### config.mk
export PLATFORM = sky130hd
export DESIGN_NAME = dma_copier
export DESIGN_NICKNAME = d
export VERILOG_FILES = /design/src/rtl/dma_copier.sv
export SDC_FILE = /design/constraint.sdc
export NUM_CORES = 1
export LEC_CHECK = 0
export ABC_AREA = 1
export CAP_MARGIN = 20
export CORE_MARGIN = 4
export CORE_UTILIZATION = 56
export CTS_BUF_LIST = sky130_fd_sc_hd__clkbuf_16
export CTS_CLUSTER_SIZE = 28
export DETAILED_ROUTE_END_ITERATION = 8
export GPL_TIMING_DRIVEN = 1
export PLACE_DENSITY_LB_ADDON = 0.25
export SYNTH_ARGS = -nofsm -noshare
export SYNTH_HDL_FRONTEND = slang
export SYNTH_SLANG_ARGS = --single-unit
### constraint.sdc
create_clock -name clk -period 7.6 [get_ports clk]
set_clock_uncertainty 0.05 [all_clocks]
set_input_delay 1.52 -clock clk [delete_from_list [all_inputs] [get_ports clk]]
set_output_delay 1.52 -clock clk [all_outputs]
set_load 0.005 [all_outputs]
### src/rtl/dma_copier.sv
// dma_copier: word-granular DMA copier on the data memory request/stall port.
// Sequences one read then one write per 32-bit word, never overlapping accesses.
// Ports:
//   clk, reset (async, active-high)
//   start / abort / src_addr / dst_addr / word_count   control inputs
//   busy / done / error                                status outputs
//   mem_addr / mem_write_data / mem_read / mem_write / mem_sign_mask
//                                                      registered requests
//   mem_read_data / mem_stall                          responder inputs
// Optional macro DMA_FILL_EN adds fill / fill_pattern: write a constant
// pattern to every destination word, skipping the reads.
module dma_copier #(
    parameter int         CNT_W          = 10,
    parameter logic [3:0] WORD_SIGN_MASK = 4'b1111
) (
    input  logic             clk,
    input  logic             reset,
    input  logic             start,
    input  logic             abort,
    input  logic [31:0]      src_addr,
    input  logic [31:0]      dst_addr,
    input  logic [CNT_W-1:0] word_count,
`ifdef DMA_FILL_EN
    input  logic             fill,
    input  logic [31:0]      fill_pattern,
`endif
    output logic             busy,
    output logic             done,
    output logic             error,
    output logic [31:0]      mem_addr,
    output logic [31:0]      mem_write_data,
    output logic             mem_read,
    output logic             mem_write,
    output logic [3:0]       mem_sign_mask,
    input  logic [31:0]      mem_read_data,
    input  logic             mem_stall
);

    typedef enum logic [2:0] {
        IDLE,
        RD_REQ,
        RD_WAIT,
        WR_REQ,
        WR_WAIT,
        DONE
    } state_t;

    state_t           state;
    logic [31:0]      src;
    logic [31:0]      dst;
    logic [CNT_W-1:0] remaining;
    logic             first;
    logic             abort_q;
    logic             fill_q;

    logic             start_fill;
    logic [31:0]      pattern;
    logic             aligned;
    logic             stop;
    logic             wait_exit;

`ifdef DMA_FILL_EN
    assign start_fill = fill;
    assign pattern    = fill_pattern;
`else
    assign start_fill = 1'b0;
    assign pattern    = 32'd0;
`endif

    assign mem_sign_mask = WORD_SIGN_MASK;

    // Source alignment is irrelevant when no reads will be issued.
    assign aligned = (dst_addr[1:0] == 2'b00) &&
                     (start_fill || (src_addr[1:0] == 2'b00));

    // Abort may be a short level; remember it until the access in flight ends.
    assign stop = abort || abort_q;

    // First wait cycle is the responder's guaranteed stall-high cycle.
    assign wait_exit = !first && !mem_stall;

    always_ff @(posedge clk or posedge reset) begin
        if (reset) begin
            state          <= IDLE;
            src            <= '0;
            dst            <= '0;
            remaining      <= '0;
            first          <= 1'b0;
            abort_q        <= 1'b0;
            fill_q         <= 1'b0;
            busy           <= 1'b0;
            done           <= 1'b0;
            error          <= 1'b0;
            mem_addr       <= '0;
            mem_write_data <= '0;
            mem_read       <= 1'b0;
            mem_write      <= 1'b0;
        end else begin
            done      <= 1'b0;
            error     <= 1'b0;
            mem_read  <= 1'b0;
            mem_write <= 1'b0;
            if (state != IDLE && abort)
                abort_q <= 1'b1;

            unique case (state)
                IDLE: begin
                    abort_q <= 1'b0;
                    if (start) begin
                        if (!aligned) begin
                            error <= 1'b1;
                        end else if (word_count == '0) begin
                            done <= 1'b1;
                        end else begin
                            src       <= src_addr;
                            dst       <= dst_addr;
                            remaining <= word_count;
                            fill_q    <= start_fill;
                            busy      <= 1'b1;
                            if (start_fill) begin
                                mem_write      <= 1'b1;
                                mem_addr       <= dst_addr;
                                mem_write_data <= pattern;
                                state          <= WR_REQ;
                            end else begin
                                mem_read <= 1'b1;
                                mem_addr <= src_addr;
                                state    <= RD_REQ;
                            end
                        end
                    end
                end
                RD_REQ: begin
                    first <= 1'b1;
                    state <= RD_WAIT;
                end
                RD_WAIT: begin
                    first <= 1'b0;
                    if (wait_exit) begin
                        mem_write_data <= mem_read_data;
                        if (stop) begin
                            busy  <= 1'b0;
                            done  <= 1'b1;
                            state <= DONE;
                        end else begin
                            mem_write <= 1'b1;
                            mem_addr  <= dst;
                            state     <= WR_REQ;
                        end
                    end
                end
                WR_REQ: begin
                    first <= 1'b1;
                    state <= WR_WAIT;
                end
                WR_WAIT: begin
                    first <= 1'b0;
                    if (wait_exit) begin
                        if (!fill_q)
                            src <= src + 32'd4;
                        dst       <= dst + 32'd4;
                        remaining <= remaining - 1'b1;
                        if (remaining == CNT_W'(1) || stop) begin
                            busy  <= 1'b0;
                            done  <= 1'b1;
                            state <= DONE;
                        end else if (fill_q) begin
                            mem_write <= 1'b1;
                            mem_addr  <= dst + 32'd4;
                            state     <= WR_REQ;
                        end else begin
                            mem_read <= 1'b1;
                            mem_addr <= src + 32'd4;
                            state    <= RD_REQ;
                        end
                    end
                end
                DONE: begin
                    state <= IDLE;
                end
                default: begin
                    state <= IDLE;
                end
            endcase
        end
    end

endmodule

Yosys cells after proc, flatten, opt, wreduce, memory -nomap -nowiden. Index checks and enable logic that the tools add are counted.

Register bits: 148.

Add/subtract/negate cells: 3. Eq/ne operators: 14. Mux-type cells: 59. Reduce and logical (&&, ||, !) cells: 23.

Operators by type and width (number): $mux 32 (12); $pmux 32 s2 (2); $pmux 32 s3 (1); $add 32x3->32 const B (2); $mux 10 (4); $mux 1 (27); $mux 3 (7); $pmux 10 s2 (1); $ne 2x2->1 const B (9); $reduce_and 8->1 (2); $pmux 3 s5 (1); $eq 10x1->1 const B (1); $logic_not 10->1 (1); $reduce_and 5->1 (2); $sub 10x1->10 const B (1); $eq 3x2->1 const B (2); $pmux 1 s3 (2); $reduce_bool 2->1 (3); $reduce_bool 3->1 (2); $logic_not 2->1 (2); $pmux 1 s2 (2); $reduce_or 2->1 (2); $eq 3x1->1 const B (1); $eq 3x3->1 const B (1); 5 further kinds (9).

Longest topological paths before layout. Gate-level depths: netlist of the first run.

Word-level depth: 5. Gate-level depth with buffers: 12. Gate-level depth less buffers: 12.

Least setup slack after synthesis of the first run. OpenSTA, ideal clock, no wires.

Kind: input -> register. Start: input port mem_stall. End: register mem_addr[7]. Arrival time: 2.578 ns. Setup slack: 4.856 ns. Cell stages on the path: 10. Path buffers: 2. Cells stage by stage: nor2_1 > inv_1 > nand2_1 > nand2_1 > nor2_4 > nand3_2 > buf_6 > buf_4 > nand2_1 > nand2_1.

Word-level cells in the longest chain between the ends: 4.

Ends and longest elaborated chain: start: declaration (RTL line 36) `input logic mem_stall`; $logic_not 1->1 (*) (RTL line 80) `assign wait_exit = !first && !mem_stall;`; $logic_and 1x1->1 (*) (RTL line 80); $ne 2x2->1 (no line); $reduce_and 8->1 (no line) (*); end signal: assignment (RTL line 122) `mem_addr <= dst_addr;`; end signal: assignment (RTL line 127) `mem_addr <= src_addr;`; end signal: assignment (RTL line 147) `mem_addr <= dst;`; end: declaration (RTL line 30) `output logic [31:0] mem_addr,`.

Every way passes the cells marked *; elsewhere a longest branch is shown, timed or not. A chain may end at the register's enable or synchronous reset.

Worst setup path in the final report of the first run.
Start: register state[2]. End: register mem_addr[29].

Word-level cells in the longest chain between the ends: 3.

Ends and longest elaborated chain: start: declaration (RTL line 48) `state_t state;`; start signal: assignment (RTL line 84) `state <= IDLE;`; start signal: assignment (RTL line 124) `state <= WR_REQ;`; start signal: assignment (RTL line 128) `state <= RD_REQ;`; $eq 3x3->1, or another cell as far along (RTL line 106) `unique case (state)`; $ne 2x2->1 (no line) or $reduce_bool 3->1 (tied branches); $reduce_and 8->1 (no line).

Several ways; a longest one is shown, not always the timed one.

==> results of run 1 <==
==> sequential cells by signal, indices dropped and copies added (netlist names) <==
name and cells:
src 32, busy 1, done 1, mem_write_data 32, dst 32, first 1
mem_addr 32, mem_write 1, state 3, remaining 10, mem_read 1, error 1
abort_q 1
==> placed cells by master (no fill, tap or decap), types with 5 or more instances in the layout <==
master             n
a21oi_1           17
o22ai_1            5
mux2_2            32
nor3_1            10
o21bai_1           5
clkdlybuf4s50_1  179
nand2_1          487
a21boi_1           9
o211ai_1           6
o21ai_0           79
dfrtp_1          148
nor2_1           170
o21ai_1            6
inv_1            133
clkbuf_16         17
nand3_1          101
inv_2              5
nand4_1           16
==> routing by layer <==
metal  vias up  wire [um]  GRT usage, %
met5         -          0             0
met4         0       1200          14.8
met3        89       2130          5.33
met2       480      12800          48.5
met1      4290      10500          38.9
li1       4415          -             -
==> worst reg2reg max path: stages (launching register included) <==
cell and delay, ps:
dfrtp_1 690, nand2_4 470, nand2_2 440, inv_1 460, nand2_1 430, nand3_2 720, inv_1 930, nand2_1 160
nand2_1 100
==> power breakdown <==
part	internal (mW)	switching [mW]	total (mW)	leakage, nW
Clock	0.519	0.354	0.873	0.295
Combinational	0.849	1.17	2.02	3.43
Sequential	1.17	0.337	1.50	1.82
Total	2.53	1.86	4.40	5.55
==> cells by family (layout without fill, tap and decap cells) <==
group	count (synthesis)	in the layout	synth area share, %
mux	32	32	4.06
compound gates	129	129	7.94
fa+ha+maj	4	4	0.564
flops	148	148	41.7
xor+xnor	4	4	0.395
buf+inv	186	354	8.56
simple gates	799	799	36.7
other cells	1	4	0.0423
==> worst max path at each step <==
| stage | from | end | slack [ps] | cells past startpoint |
|---|---|---|---|---|
| global placement | mem_stall | mem_addr[18]$_DFFE_PP0P_ | 3160 | 10 |
| detailed placement | mem_stall | mem_addr[29]$_DFFE_PP0P_ | 3040 | 10 |
| finish | state[2]$_DFFE_PP0P_ | mem_addr[29]$_DFFE_PP0P_ | 3090 | 8 |
| CTS | state[2]$_DFFE_PP0P_ | mem_addr[29]$_DFFE_PP0P_ | 3120 | 8 |
| global route | state[2]$_DFFE_PP0P_ | mem_addr[29]$_DFFE_PP0P_ | 2720 | 8 |
| floorplan | reset | abort_q$_DFFE_PP0P_ | 2050 | 1 |
==> stage by stage <==
| stage | instances | cell area, um^2 | hold WS, ps | setup WS, ps | utilization, % |
|---|---|---|---|---|---|
| after floorplan | 1306 | 8880 | 386 | 2050 | - |
| after global placement | 1652 | 10700 | 400 | 3160 | 69.8 |
| after detailed placement | 1652 | 10700 | 402 | 3040 | 69.8 |
| after CTS | 1684 | 11300 | 419 | 3120 | 73.8 |
| after global routing | 1685 | 11400 | 432 | 2720 | 73.9 |
| final | 1685 | 11400 | 414 | 3090 | 73.9 |
==> final cells by class <==
cell class,count,area (um^2)
fill,1224,4010
clock inverter,15,180
clock buffer,17,425
inverter,138,523
multi-input combinational,972,4420
sequential,148,3700
tap,211,264
timing repair buffer,184,1840
==> results.yml, run 1 <==
min_path:
  holdCritPathClass: "flop to flop"
  holdCritStartpoint: "dst[0]$_DFFE_PP0P_"
  hold_depth: 2
  min_to: "dst[0]$_DFFE_PP0P_"
grt:
  antenna_found_initial: 0
  grt_usage_pct: 29.9
  grt_pass1_wl_um: 43200
  grt_remaining_overflow: 0
  grt_max_degree: 89
  grt_pass1_vias: 8726
setup_path:
  worstPathMaxFanout: 52
  required_ps: 7920
  r2r_cells: 8
  crit_chain: "nand2_4 -> nand2_2 -> inv_1 -> nand2_1 -> nand3_2 -> inv_1 -> nand2_1 -> nand2_1"
  cp_top_family: "simple AND/OR/NAND/NOR gates"
  rrSetupSlack_ps: 3090
  r2r_end: "mem_addr[29]$_DFFE_PP0P_"
  cp-start-kind: "flop"
  slowest_delay_ps: 920
  crit_buf_inv: 2
  setup.worst_path.end_class: "flop"
  arrival_ps: 4830
  r2r-start: "state[2]$_DFFE_PP0P_"
  crit_top_cell: "nand2_1"
  critical_path_class: "flop to flop"
  critPathSlowestCell: "inv_1"
synthesis:
  post_synth.cell_area_avg_um2: 6.81
  synth_top_area_share_pct: 41.7
  ys.flop_type: "dfrtp_1"
  ys_warn_count: 0
  synthArstFlopShare_pct: 100
  synth_seq_cells: 148
  netlist_area_um2: 8870
  yosys.area.top_type: "dfrtp_1"
  netlist_instances: 1303
  synth_cell_types: 33
  synth_edf_count: 0
  yosys-top-cells-area: "dfrtp_1 42%, nand2_1 21%, nor2_1 7.2%"
  yosysSeqAreaShare_pct: 41.7
  synthTopCellsByCount: "487 x nand2_1, 170 x nor2_1, 148 x dfrtp_1, 133 x inv_1, 101 x nand3_1"
  yosysMostFrequentCell: "nand2_1"
final_layout:
  diodes: 0
  drive_above_1_share_pct: 5.56
  finalNetCount: 1576
  areaGrowthSynthToFinish_pct: 28.0
route:
  firstDrtPassIters: 6
  wl_um: 26700
  vias_per_cell: 5.50
  drtAntennaViolNets: 0
  drt_iter0_drc: 1024
  vias: 9274
  post_drt_wl_per_cell_um: 15.9
  remaining_drc_errors: 0
pwr:
  leakage_nw: 5.55
  total_power_mw: 4.40
  ir_worst_vdd_v: 0.000271
  powerDensity_nw_per_um2: 387
timing:
  fin_tns_setup_ps: 0
  setup_viol: 0
  period_share_pct: 59.3
  rsz0062_at_grt: "false"
  finalMaxSlewViolations: 0
  tightest_slew_ps: 996
  fmax_ghz: 0.222
  hold_violations: 0
  relSlewSlack_pct: 33.6
  fin_crit_ps: 4510
floorplan:
  pin_count: 184
  initial_core_util_pct: 57.7
  core_um2: 15400
  fp-row-count: 45
  chipWidth_um: 134
  die-area_um2: 17900
  die_y_um: 134
cts:
  ctsResizeCount: 0
  ctsRootBufferMaster: "clkbuf_16"
  tritoncts: "done"
  cts_inserted_buffers: 17
  htreeDepth: 4
  clock_latency_ps: 430
  clk_path_buf_depth: 2
  holdBufCountCts: 0
  postCtsSetupBuffers: 0
  cts_sinks: 148
  clk_pin_slew_ps: 70
job:
  cap_violations: 0
placed_design:
  portBuffers: 179
  gp_congestion: 0.946
  hpwl_um: 18700
outcome:
  status: "complete, no violations"
Note: power is estimated with default switching activity, not from simulation.
==> run 2, diff against run 1 <==
--- a/config.mk
+++ b/config.mk
@@ -8,7 +8,7 @@
 export ABC_AREA = 1
 export CAP_MARGIN = 20
 export CORE_MARGIN = 4
-export CORE_UTILIZATION = 56
+export CORE_UTILIZATION = 52
 export CTS_BUF_LIST = sky130_fd_sc_hd__clkbuf_16
 export CTS_CLUSTER_SIZE = 28
 export DETAILED_ROUTE_END_ITERATION = 8
==> constraint.sdc (replaced) <==
create_clock -name clk -period 4.4 [get_ports clk]
set_clock_uncertainty 0.05 [all_clocks]
set_input_delay 0.88 -clock clk [delete_from_list [all_inputs] [get_ports clk]]
set_output_delay 0.88 -clock clk [all_outputs]
set_load 0.005 [all_outputs]
==> run 2 against run 1 <==
Against the previous run:
- maximum frequency grew 43%
- non-clock buffer count grew 2
- die area grew 7.2%
- cell count grew 0.65%
- critical path depth grew 1
- first-iteration DRC count shrank 11%
- worst hold slack gained 14 ps
- sequential share of layout area shrank 0.21 points
- critical path type unchanged
- largest cell class unchanged
- largest power group unchanged
==> results.yml, run 2 (synthesized netlist as in run 1, its figures left out) <==
cts:
  ctsResizeCount: 0
  clk_pin_slew_ps: 60
  postCtsSetupBuffers: 0
  ctsRootBufferMaster: "clkbuf_16"
  htreeDepth: 4
  cts_sinks: 148
  holdBufCountCts: 0
  clock_latency_ps: 430
  tritoncts: "done"
  clk_path_buf_depth: 2
  cts_inserted_buffers: 17
setup_path:
  crit_chain: "inv_2 -> nand3_4 -> nand2_2 -> inv_1 -> nand2_1 -> nand3_2 -> inv_1 -> nand2_1 -> nand2_1"
  crit_top_cell: "nand2_1"
  worstPathMaxFanout: 23
  setup.worst_path.end_class: "flop"
  rrSetupSlack_ps: 1240
  crit_buf_inv: 3
  required_ps: 4670
  slowest_delay_ps: 640
  arrival_ps: 3430
  cp_top_family: "simple AND/OR/NAND/NOR gates"
  cp-start-kind: "flop"
  critPathSlowestCell: "dfrtp_1"
  critical_path_class: "flop to flop"
route:
  vias: 9043
  firstDrtPassIters: 7
  vias_per_cell: 5.33
  post_drt_wl_per_cell_um: 15.6
  drt_iter0_drc: 913
  drtAntennaViolNets: 0
  wl_um: 26500
  remaining_drc_errors: 0
grt:
  grt_remaining_overflow: 0
  grt_max_degree: 149
  antenna_found_initial: 0
  grt_pass1_vias: 8642
  grt_pass1_wl_um: 43600
  grt_usage_pct: 27.7
timing:
  finalMaxSlewViolations: 0
  fin_tns_setup_ps: 0
  fin_crit_ps: 3160
  rsz0062_at_grt: "false"
  relSlewSlack_pct: 35.7
  tightest_slew_ps: 964
  period_share_pct: 71.8
  fmax_ghz: 0.317
  setup_viol: 0
  hold_violations: 0
final_layout:
  finalNetCount: 1578
  areaGrowthSynthToFinish_pct: 28.8
  drive_above_1_share_pct: 5.76
  fin_cells: 1696
  final_common_cell: "nand2_1"
  utilization_pct: 68.7
  fillers: 1458
  final_cell_mix: "487 x nand2_1, 179 x clkdlybuf4s50_1, 170 x nor2_1, 148 x dfrtp_1, 132 x inv_1"
  diodes: 0
floorplan:
  pin_count: 184
  chipWidth_um: 139
  die_y_um: 139
  die-area_um2: 19200
  fp-row-count: 47
  core_um2: 16600
  initial_core_util_pct: 53.3
min_path:
  holdCritPathClass: "flop to flop"
placed_design:
  hpwl_um: 18900
  gp_congestion: 0.959
  dp_cells: 1664
  portBuffers: 179
pwr:
  swShare_pct: 41.3
  power.switching_mw: 3.16
  ir_worst_vdd_v: 0.000395
  powerDensity_nw_per_um2: 670
  total_power_mw: 7.65
  p_comb_share_pct: 44.9
  leakage_nw: 5.58
  intPower_mw: 4.49
  p_clk_share_pct: 21.2
  seqPwrFrac_pct: 33.9
outcome:
  status: "complete, no violations"
job:
  cap_violations: 0
run 2: changes by cell type in the layout (fill, tap and decap cells not counted), sizes merged:
cell	previous run	this run
bufinv	3	5
buf	5	7
inv	142	140
run 2: per-stage QoR:
stage	cell area (um^2)	hold slack [ps]	setup slack [ps]
4_1_cts	11400	430	1260
3_5_place_dp	10800	411	1210
3_3_place_gp	10800	402	1280
2_1_floorplan	8890	386	1610
6_report	11400	428	1240
5_1_grt	11400	448	973
run 2: final timing paths:
kind,start,end,cells after the start
worst max-delay path,state[2]$_DFFE_PP0P_,mem_addr[11]$_DFFE_PP0P_,9
worst min-delay path,mem_addr[11]$_DFFE_PP0P_,mem_addr[11]$_DFFE_PP0P_,2
worst max register to register,state[2]$_DFFE_PP0P_,mem_addr[11]$_DFFE_PP0P_,9
worst min register to register,mem_addr[11]$_DFFE_PP0P_,mem_addr[11]$_DFFE_PP0P_,2
max in group asynchronous,reset,dst[15]$_DFFE_PP0P_,3
min in group asynchronous,reset,mem_write_data[27]$_DFFE_PP0P_,3
run 2: layout make-up:
type | instances | area (um^2) | share of cell area (%)
clock buffer | 17 | 425 | 3.72
clock inverter | 15 | 228 | 1.99
inverter | 138 | 522 | 4.56
multi-input combinational | 972 | 4420 | 38.7
sequential | 148 | 3700 | 32.4
tap | 220 | 275 | 2.41
timing repair buffer | 186 | 1860 | 16.2
run 2: metal layers:
layer / global-route usage (%) / wire length, um / vias up
met5: 0 / 0 / -
met1: 35.6 / 10800 / 4181
li1: - / - / 4405
met2: 46.9 / 13000 / 393
met4: 10.1 / 896 / 0
met3: 5.38 / 1890 / 64
run 2: power groups by stage:
stage          clock network (mW)  logic [mW]  registers (mW)
6_report                     1.62        3.44            2.59
3_3_place_gp                    0        3.31            2.57
2_1_floorplan                   0        2.19            2.47
4_1_cts                      1.64        3.45            2.57
5_1_grt                      1.70        3.88            2.68
3_5_place_dp                    0        3.41            2.58
run 2: worst reg2reg max path, cell delays in order (launching register included):
cell and delay [ps]:
dfrtp_1 640, inv_2 140, nand3_4 220, nand2_2 230, inv_1 650, nand2_1 380
nand3_2 180, inv_1 320, nand2_1 200, nand2_1 60
